## src/rtl/vga_vram_arbiter_if.sv

```systemverilog
// Host write handshake, video RAM port and line-buffer write port of the VRAM arbiter.
// The arbiter uses the slave view; whoever owns the host, RAM and line buffer uses the master view.
interface vga_vram_arbiter_if #(
  parameter int ADDR_W = 13,
  parameter int DATA_W = 16
);
  logic              host_valid;
  logic [ADDR_W-1:0] host_addr;
  logic [DATA_W-1:0] host_data;
  logic              host_ready;
  logic [ADDR_W-1:0] ram_addr;
  logic              ram_we;
  logic [DATA_W-1:0] ram_wdata;
  logic [DATA_W-1:0] ram_rdata;
  logic              lb_we;
  logic [5:0]        lb_addr;
  logic [DATA_W-1:0] lb_wdata;

  modport slave (
    input  host_valid, host_addr, host_data, ram_rdata,
    output host_ready, ram_addr, ram_we, ram_wdata, lb_we, lb_addr, lb_wdata
  );

  modport master (
    output host_valid, host_addr, host_data, ram_rdata,
    input  host_ready, ram_addr, ram_we, ram_wdata, lb_we, lb_addr, lb_wdata
  );
endinterface

```

## src/rtl/vga_vram_arbiter.sv

```systemverilog
// Single-port VRAM arbiter: prefetches the next display row into the line buffer during
// horizontal blanking and grants host writes at all other times.
module vga_vram_arbiter #(
  parameter int FETCH_WORDS = 40,
  parameter int SCALE_LOG2  = 2,
  parameter int ADDR_W      = 13,
  parameter int DATA_W      = 16,
  parameter int H_VISIBLE   = 640,
  parameter int H_TOTAL     = 800,
  parameter int V_VISIBLE   = 480,
  parameter int V_TOTAL     = 525
) (
  input  logic                 clk,
  input  logic                 rst,
  input  logic [9:0]           h_cnt,
  input  logic [9:0]           v_cnt,
  vga_vram_arbiter_if.slave    bus,
  output logic                 fetch_busy,
  output logic                 underrun
);

  localparam int                IDX_W      = (FETCH_WORDS > 1) ? $clog2(FETCH_WORDS) : 1;
  localparam logic [9:0]        H_TRIG     = 10'(H_VISIBLE);
  localparam logic [9:0]        H_LAST     = 10'(H_TOTAL - 1);
  localparam logic [9:0]        V_LAST_VIS = 10'(V_VISIBLE - 1);
  localparam logic [9:0]        V_LAST     = 10'(V_TOTAL - 1);
  localparam logic [IDX_W-1:0]  IDX_LAST   = IDX_W'(FETCH_WORDS - 1);
  localparam logic [ADDR_W-1:0] STRIDE     = ADDR_W'(FETCH_WORDS);

  typedef enum logic [1:0] {IDLE, FETCH, DRAIN} state_t;

  state_t            state;
  logic [IDX_W-1:0]  idx_p0;
  logic [ADDR_W-1:0] base_p0;
  logic              vld_p1;
  logic [5:0]        lb_addr_p1;
  logic              trig;

  // The last scanline of the frame prefetches row 0 for the next frame.
  function automatic logic [ADDR_W-1:0] row_base_of(input logic [9:0] v);
    logic [9:0] row;
    row = (v == V_LAST) ? 10'd0 : ((v + 10'd1) >> SCALE_LOG2);
    return ADDR_W'(row) * STRIDE;
  endfunction

  assign trig = (h_cnt == H_TRIG) &&
                (((v_cnt < V_LAST_VIS) && (v_cnt[SCALE_LOG2-1:0] == {SCALE_LOG2{1'b1}})) ||
                 (v_cnt == V_LAST));

  assign fetch_busy     = (state != IDLE);
  assign bus.host_ready = (state == IDLE) && !rst && !trig;
  assign bus.ram_we     = bus.host_valid && bus.host_ready;
  assign bus.ram_addr   = (state == FETCH) ? (base_p0 + ADDR_W'(idx_p0)) : bus.host_addr;
  assign bus.ram_wdata  = bus.host_data;
  assign bus.lb_we      = vld_p1;
  assign bus.lb_addr    = lb_addr_p1;
  assign bus.lb_wdata   = bus.ram_rdata;

  always_ff @(posedge clk) begin
    if (rst) begin
      state      <= IDLE;
      idx_p0     <= '0;
      vld_p1     <= 1'b0;
      lb_addr_p1 <= '0;
      underrun   <= 1'b0;
    end else begin
      vld_p1 <= 1'b0;
      unique case (state)
        IDLE: begin
          if (trig) begin
            state   <= FETCH;
            idx_p0  <= '0;
            base_p0 <= row_base_of(v_cnt);
          end
        end
        // p0 -> p1: the word addressed this cycle returns from RAM next cycle
        FETCH: begin
          vld_p1     <= 1'b1;
          lb_addr_p1 <= 6'(idx_p0);
          idx_p0     <= idx_p0 + IDX_W'(1);
          if (idx_p0 == IDX_LAST) state <= DRAIN;
        end
        DRAIN:   state <= IDLE;
        default: state <= IDLE;
      endcase
      // Line ended before the fetch finished: abandon it and flag the glitch.
      if ((h_cnt == H_LAST) && (state != IDLE)) begin
        underrun <= 1'b1;
        state    <= IDLE;
        vld_p1   <= 1'b0;
      end
    end
  end

endmodule
```

## src/flat_wrapper.sv

```systemverilog
// flat-port wrapper written by rule: the top's interface ports become plain ports
module vga_vram_arbiter_flat 
#(
  parameter int FETCH_WORDS = 40,
  parameter int SCALE_LOG2  = 2,
  parameter int ADDR_W      = 13,
  parameter int DATA_W      = 16,
  parameter int H_VISIBLE   = 640,
  parameter int H_TOTAL     = 800,
  parameter int V_VISIBLE   = 480,
  parameter int V_TOTAL     = 525
)
  (clk, rst, h_cnt, v_cnt, fetch_busy, underrun, bus_host_valid, bus_host_addr, bus_host_data, bus_ram_rdata, bus_host_ready, bus_ram_addr, bus_ram_we, bus_ram_wdata, bus_lb_we, bus_lb_addr, bus_lb_wdata);
  vga_vram_arbiter_if #(.ADDR_W(ADDR_W), .DATA_W(DATA_W)) bus_i ();
  input  logic clk;
  input  logic rst;
  input  logic [9:0] h_cnt;
  input  logic [9:0] v_cnt;
  output logic fetch_busy;
  output logic underrun;
  input wire logic [$bits(bus_i.host_valid)-1:0] bus_host_valid;
  input wire logic [$bits(bus_i.host_addr)-1:0] bus_host_addr;
  input wire logic [$bits(bus_i.host_data)-1:0] bus_host_data;
  input wire logic [$bits(bus_i.ram_rdata)-1:0] bus_ram_rdata;
  output wire logic [$bits(bus_i.host_ready)-1:0] bus_host_ready;
  output wire logic [$bits(bus_i.ram_addr)-1:0] bus_ram_addr;
  output wire logic [$bits(bus_i.ram_we)-1:0] bus_ram_we;
  output wire logic [$bits(bus_i.ram_wdata)-1:0] bus_ram_wdata;
  output wire logic [$bits(bus_i.lb_we)-1:0] bus_lb_we;
  output wire logic [$bits(bus_i.lb_addr)-1:0] bus_lb_addr;
  output wire logic [$bits(bus_i.lb_wdata)-1:0] bus_lb_wdata;
  assign bus_i.host_valid = bus_host_valid;
  assign bus_i.host_addr = bus_host_addr;
  assign bus_i.host_data = bus_host_data;
  assign bus_i.ram_rdata = bus_ram_rdata;
  assign bus_host_ready = bus_i.host_ready;
  assign bus_ram_addr = bus_i.ram_addr;
  assign bus_ram_we = bus_i.ram_we;
  assign bus_ram_wdata = bus_i.ram_wdata;
  assign bus_lb_we = bus_i.lb_we;
  assign bus_lb_addr = bus_i.lb_addr;
  assign bus_lb_wdata = bus_i.lb_wdata;
  vga_vram_arbiter #(.FETCH_WORDS(FETCH_WORDS), .SCALE_LOG2(SCALE_LOG2), .ADDR_W(ADDR_W), .DATA_W(DATA_W), .H_VISIBLE(H_VISIBLE), .H_TOTAL(H_TOTAL), .V_VISIBLE(V_VISIBLE), .V_TOTAL(V_TOTAL)) u_core (.clk(clk), .rst(rst), .h_cnt(h_cnt), .v_cnt(v_cnt), .bus(bus_i), .fetch_busy(fetch_busy), .underrun(underrun));
endmodule
```

## config.mk

```make
export PLATFORM = sky130hd
export DESIGN_NAME = vga_vram_arbiter_flat
export DESIGN_NICKNAME = d
export VERILOG_FILES = /design/src/rtl/vga_vram_arbiter_if.sv /design/src/rtl/vga_vram_arbiter.sv /design/src/flat_wrapper.sv
export SDC_FILE = /design/constraint.sdc
export NUM_CORES = 1
export LEC_CHECK = 0
export CORE_ASPECT_RATIO = 0.9
export CORE_MARGIN = 4
export CORE_UTILIZATION = 40
export DETAILED_ROUTE_END_ITERATION = 10
export PLACE_DENSITY = 0.89
export SETUP_SLACK_MARGIN = 0.2
export SLEW_MARGIN = 20
export SYNTH_ARGS = -nofsm -noshare
export SYNTH_HDL_FRONTEND = slang
export SYNTH_SLANG_ARGS = --single-unit
export TNS_END_PERCENT = 100
```

## constraint.sdc

```tcl
create_clock -name clk -period 4.2 [get_ports clk]
set_input_delay 0.84 -clock clk [delete_from_list [all_inputs] [get_ports clk]]
set_output_delay 0.84 -clock clk [all_outputs]
set_load 0.01 [all_outputs]
```

After elaboration in Yosys (flattened, before gate mapping)
Index checks and enable logic that the tools add are counted.

Add/subtract/negate cells: 3. Multipliers: 1. Divide/modulo/power cells: 0. Order comparisons: 1. Equal/unequal tests: 8. Shifts and indexed selects: 0. Muxes and demuxes: 8. Bitwise operators: 1. Reduce and logical (&&, ||, !) cells: 16.

Operator list (count): 10-bit equality test, second input constant (3); 13-bit by 6-bit adder with 13-bit output (1); 13-bit 2-to-1 mux (1); 6-bit one-hot mux with 2 select lines (1); 10-bit by 1-bit adder with 10-bit output, second input constant (1); 10-bit by 9-bit < comparator with 1-bit output, second input constant (1); 10-bit by 3-bit multiplier with 10-bit output, second input constant (1); 8-bit 2-to-1 mux (1); 6-bit by 1-bit adder with 6-bit output, second input constant (1); 6-bit equality test, second input constant (1); 1-bit logical AND (6); 6-bit 2-to-1 mux (1); 2-bit 2-to-1 mux (2); 2-bit one-hot mux with 2 select lines (1); 2-bit AND reduction (2); 2-bit nonzero test (2); 3-bit AND reduction (1); 2-bit by 1-bit equality test with 1-bit output, second input constant (1); 2-bit equality test, second input constant (1); 1-bit logical NOT (2); 2-bit logical NOT (1); 2-bit by 1-bit != test with 1-bit output, second input constant (1); 2-bit != test, second input constant (1); 2-bit OR reduction (1); 3 further kinds (3).

Register bits: 26. Bits in latches: 0. Bits in writable memories: 0. Bits in read-only memories: 0. Input bits: 68. Output and inout bits: 56. Word-level logic and storage cells: 44. Memories: 0.

Longest topological paths before layout
Depth in word-level cells: 7. Depth in mapped cells: 12. Depth with buffers taken out: 11.

Least setup slack after synthesis
No wires, ideal clock.

Path kind: in2reg. Start point: input v_cnt[7]. End point: register u_core.base_p0[12], data pin. Setup time: 0.262 ns. Arrival: 2.994 ns. Required time: 3.938 ns. Setup slack: 0.944 ns. Stages: 12. Buffers on the path: 1. Cells stage by stage: buf_6 > nor4_2 > nand4_2 > inv_1 > nor2_1 > ha_1 > ha_1 > fa_1 > a211oi_1 > o21bai_1 > a21oi_1 > xor2_1.

Word-level cells in the longest chain between the ends: 3. Elaborated cells on any way between the ends: 4. Those cells by class: add/sub: 1; mul: 1; eq/ne: 1; mux: 1.

RTL lines: from (decl) (RTL line flat_wrapper.sv:18) `input logic [9:0] v_cnt;`; 10-bit by 1-bit adder with 10-bit output or 10-bit equality test (tied branches) (RTL line vga_vram_arbiter.sv:42) `row = (v == V_LAST) ? 10'd0 : ((v + 10'd1) >> SCALE_LOG2);`; 8-bit 2-to-1 mux * (RTL line vga_vram_arbiter.sv:42); 10-bit by 3-bit multiplier with 10-bit output * (RTL line vga_vram_arbiter.sv:43) `return ADDR_W'(row) * STRIDE;`; to (signal assigned) (RTL line vga_vram_arbiter.sv:73) `base_p0 <= row_base_of(v_cnt);`; to (decl) (RTL line vga_vram_arbiter.sv:34) `logic [ADDR_W-1:0] base_p0;`.

Mark *: on every way between the ends. The rest lies on a longest branch, timed or not. A chain may end at the register's enable or synchronous reset.

Final worst setup path
Start point: input v_cnt[5]. End point: output bus_ram_we.

Word-level cells in the longest chain between the ends: 7. Elaborated cells on any way between the ends: 8. Those cells by class: order compare: 1; eq/ne: 1; reduce/logical: 6.

RTL lines: 10-bit by 9-bit < comparator with 1-bit output (RTL line vga_vram_arbiter.sv:47) `(((v_cnt < V_LAST_VIS) && (v_cnt[SCALE_LOG2-1:0] == {SCALE_LOG2{1'b1}})) ||`; 1-bit logical AND (RTL line vga_vram_arbiter.sv:47); 1-bit logical OR * (RTL line vga_vram_arbiter.sv:47); 1-bit logical AND * (RTL line vga_vram_arbiter.sv:46) `assign trig = (h_cnt == H_TRIG) &&`; 1-bit logical NOT * (RTL line vga_vram_arbiter.sv:51) `assign bus.host_ready = (state == IDLE) && !rst && !trig;`; 1-bit logical AND * (RTL line vga_vram_arbiter.sv:51); 1-bit logical AND * (RTL line vga_vram_arbiter.sv:52) `assign bus.ram_we = bus.host_valid && bus.host_ready;`; to (decl) (RTL line flat_wrapper.sv:27) `output wire logic [$bits(bus_i.ram_we)-1:0] bus_ram_we;`.

Marks and branches as above.

==> metrics <==
synth unique cells 56; Leak 1.06 nW; row count 25; routed len/inst 13.1 um; Initial Utilization 42.4%; post-synthesis cell count 274; synthesized cell area 2290 sq um; slowest CP cell clkdlybuf4s50_1; area growth from synthesis to layout 21.9%; Slew Limit Fails 0; slew margin rel. 57.3%; DR DRC count 0; crit path DAT 2.92 ns; Final ANT Viol Nets 0; register area share after synthesis 27.1%; critical path's most frequent cell clkdlybuf4s50_1; most frequent cells in the layout clkdlybuf4s50_1, nand2_1, dfxtp_1, nor2_1; most common cell after layout, fill and taps aside clkdlybuf4s50_1; Setup Skew 0.00501 ns; top area cells in the synthesized netlist dfxtp_1, edfxtp_1, buf_4, ha_1, nand2_1; final period utilization 89.5%; IO buf count 59; Tmin final 3.76 ns; WHS 0.459 ns; die footprint 7010 sq um; max cap viols 0; largest area contributor in the synthesized netlist dfxtp_1; Ant. Diodes 0; TritonCTS clock tree yes; DP Wirelength 3.88 mm; CP Launch Type input port; #FFs+latches synth 26; die boundary width 87.8 um; vias in the first global route 1849; worst slew pin tran 0.641 ns; status finished clean; EDFF count, synth 10; DR iter-0 viols 68; Async SR Flop Fraction 0%; # Post-CTS Setup Buffers 0; chip height 79.8 um; Synth Flop Type dfxtp_1; num ports 124; CP Capture Type output pin; Root Buffer clkbuf_8; vias 1927; Fin. Hold Viols 0; core area 5410 sq um; CP Cell Sequence clkdlybuf4s50_1 -> nor4b_2 -> nand4_2 -> a21oi_4 -> nor3b_1 -> clkdlybuf4s50_1; Reg clk slew, reported paths 0.09 ns; initial antenna violation count 0; post-route setup TNS 0 ns; Hold WC Path Type register to register; total power 0.615 mW; largest net degree at the start of global routing 23; Placer Congestion 0.809; post-CTS sizing 0; Crit Path Class input port to output pin; Pwr Density 220 nW/um^2; Peak VDD IR 0.151 mV; unrepaired setup endpoints after global routing false; Syn Nets 357; global-route wire length before repair 8.16 mm; H-tree Lvls 1; WP data required 3.36 ns; cts hold-fix bufs 0; layout cells sized above 1 7.62%; post-synth top area share 14.0%; CTS Sinks 26; crit-path max cell delay 0.56 ns; setup ws final 0.441 ns; crit-path leading delay family buffers and inverters; # nets final 386; warnings from Yosys 0; router iterations before antenna repair 4; Max clock buf depth 2; syn_area_per_cell 8.37 sq um; GRT Total Usage 14.1%; DRT Wirelength 4.82 mm; post-place setup slack 0.194 ns; critical path fanouts, max 9; grt ovf 0; worst-skew pair later-pin latency 0.27 ns; Final setup viols 0; vias per cell 5.22; cts bufs inserted 3; fmax 266 MHz; CP bufs+invs 2
-- worst min-delay path, stage by stage, from the launching register on --
cell and delay [ns]:
dfxtp_1 0.32, nand2_1 0.05, a21oi_1 0.05
-- layer usage --
metal  part of all wire [%]  track usage, %
met5                      0               0
met4                   0.98            3.22
met3                    8.4            3.51
met2                     46            23.6
met1                     44            18.1
-- worst paths after layout --
path | from | end | slack, ns | depth (start not counted)
worst max register to register | u_core.state[0]$_SDFFE_PP0P_ | u_core.idx_p0[3]$_SDFFE_PP0P_ | 2.55 | 4
worst min-delay path | u_core.bus.lb_addr[3]$_SDFFE_PP0P_ | u_core.bus.lb_addr[3]$_SDFFE_PP0P_ | 0.46 | 2
worst min register to register | u_core.bus.lb_addr[3]$_SDFFE_PP0P_ | u_core.bus.lb_addr[3]$_SDFFE_PP0P_ | 0.46 | 2
worst max-delay path | v_cnt[5] | bus_ram_we | 0.44 | 6
-- cells in the mapped netlist (all sizes together) (5+ instances only) --
library cell and count:
inv 7, dfxtp 16, nor2b 6, edfxtp 10, a21oi 14, o21ai 13, a31oi 5, ha 13
clkbuf 5, nor2 15, xnor2 6, buf 37, xor2 12, nand3 6, nor3 6, nand2 40
-- through the flow --
stage	utilization (%)	area (sq um)	instances
after floorplan	-	2290	274
after global placement	50.3	2720	365
after detailed placement	50.3	2720	365
after CTS	51.6	2790	369
after global routing	51.6	2790	369
final	51.6	2790	369
-- where the power goes --
group / total, mW / switching (mW) / internal [mW]
Sequential: 0.267 / 0.000394 / 0.267
Clock: 0.202 / 0.0743 / 0.127
Combinational: 0.146 / 0.0643 / 0.0821
-- logic make-up (layout without fill, tap and decap cells) --
kind of cell    Yosys count  count (layout)  synth area share [%]
compound gates           59              59                  17.1
flops                    26              26                  27.1
fa+ha+maj                15              15                  8.84
simple gates            105             105                  24.6
mux                       1               1                 0.491
xor+xnor                 19              19                  7.86
buf+inv                  49              77                  14.1
-- registers in the layout, summed over array words and instances (netlist names) --
name,cells
u_core.bus.lb_we,1
u_core.bus.lb_addr,6
u_core.underrun,1
u_core.idx_p0,6
u_core.base_p0,10
u_core.state,2
-- area by class of cell --
class,count,area (sq um)
clock buffers,3,41.3
fillers,496,2620
clock inverters,1,30.0
repair buffers,66,643
inverters,7,26.3
flip-flops and latches,26,621
multi-input cells,199,1350
well taps,67,83.8
Note: power is estimated with default switching activity, not from simulation.
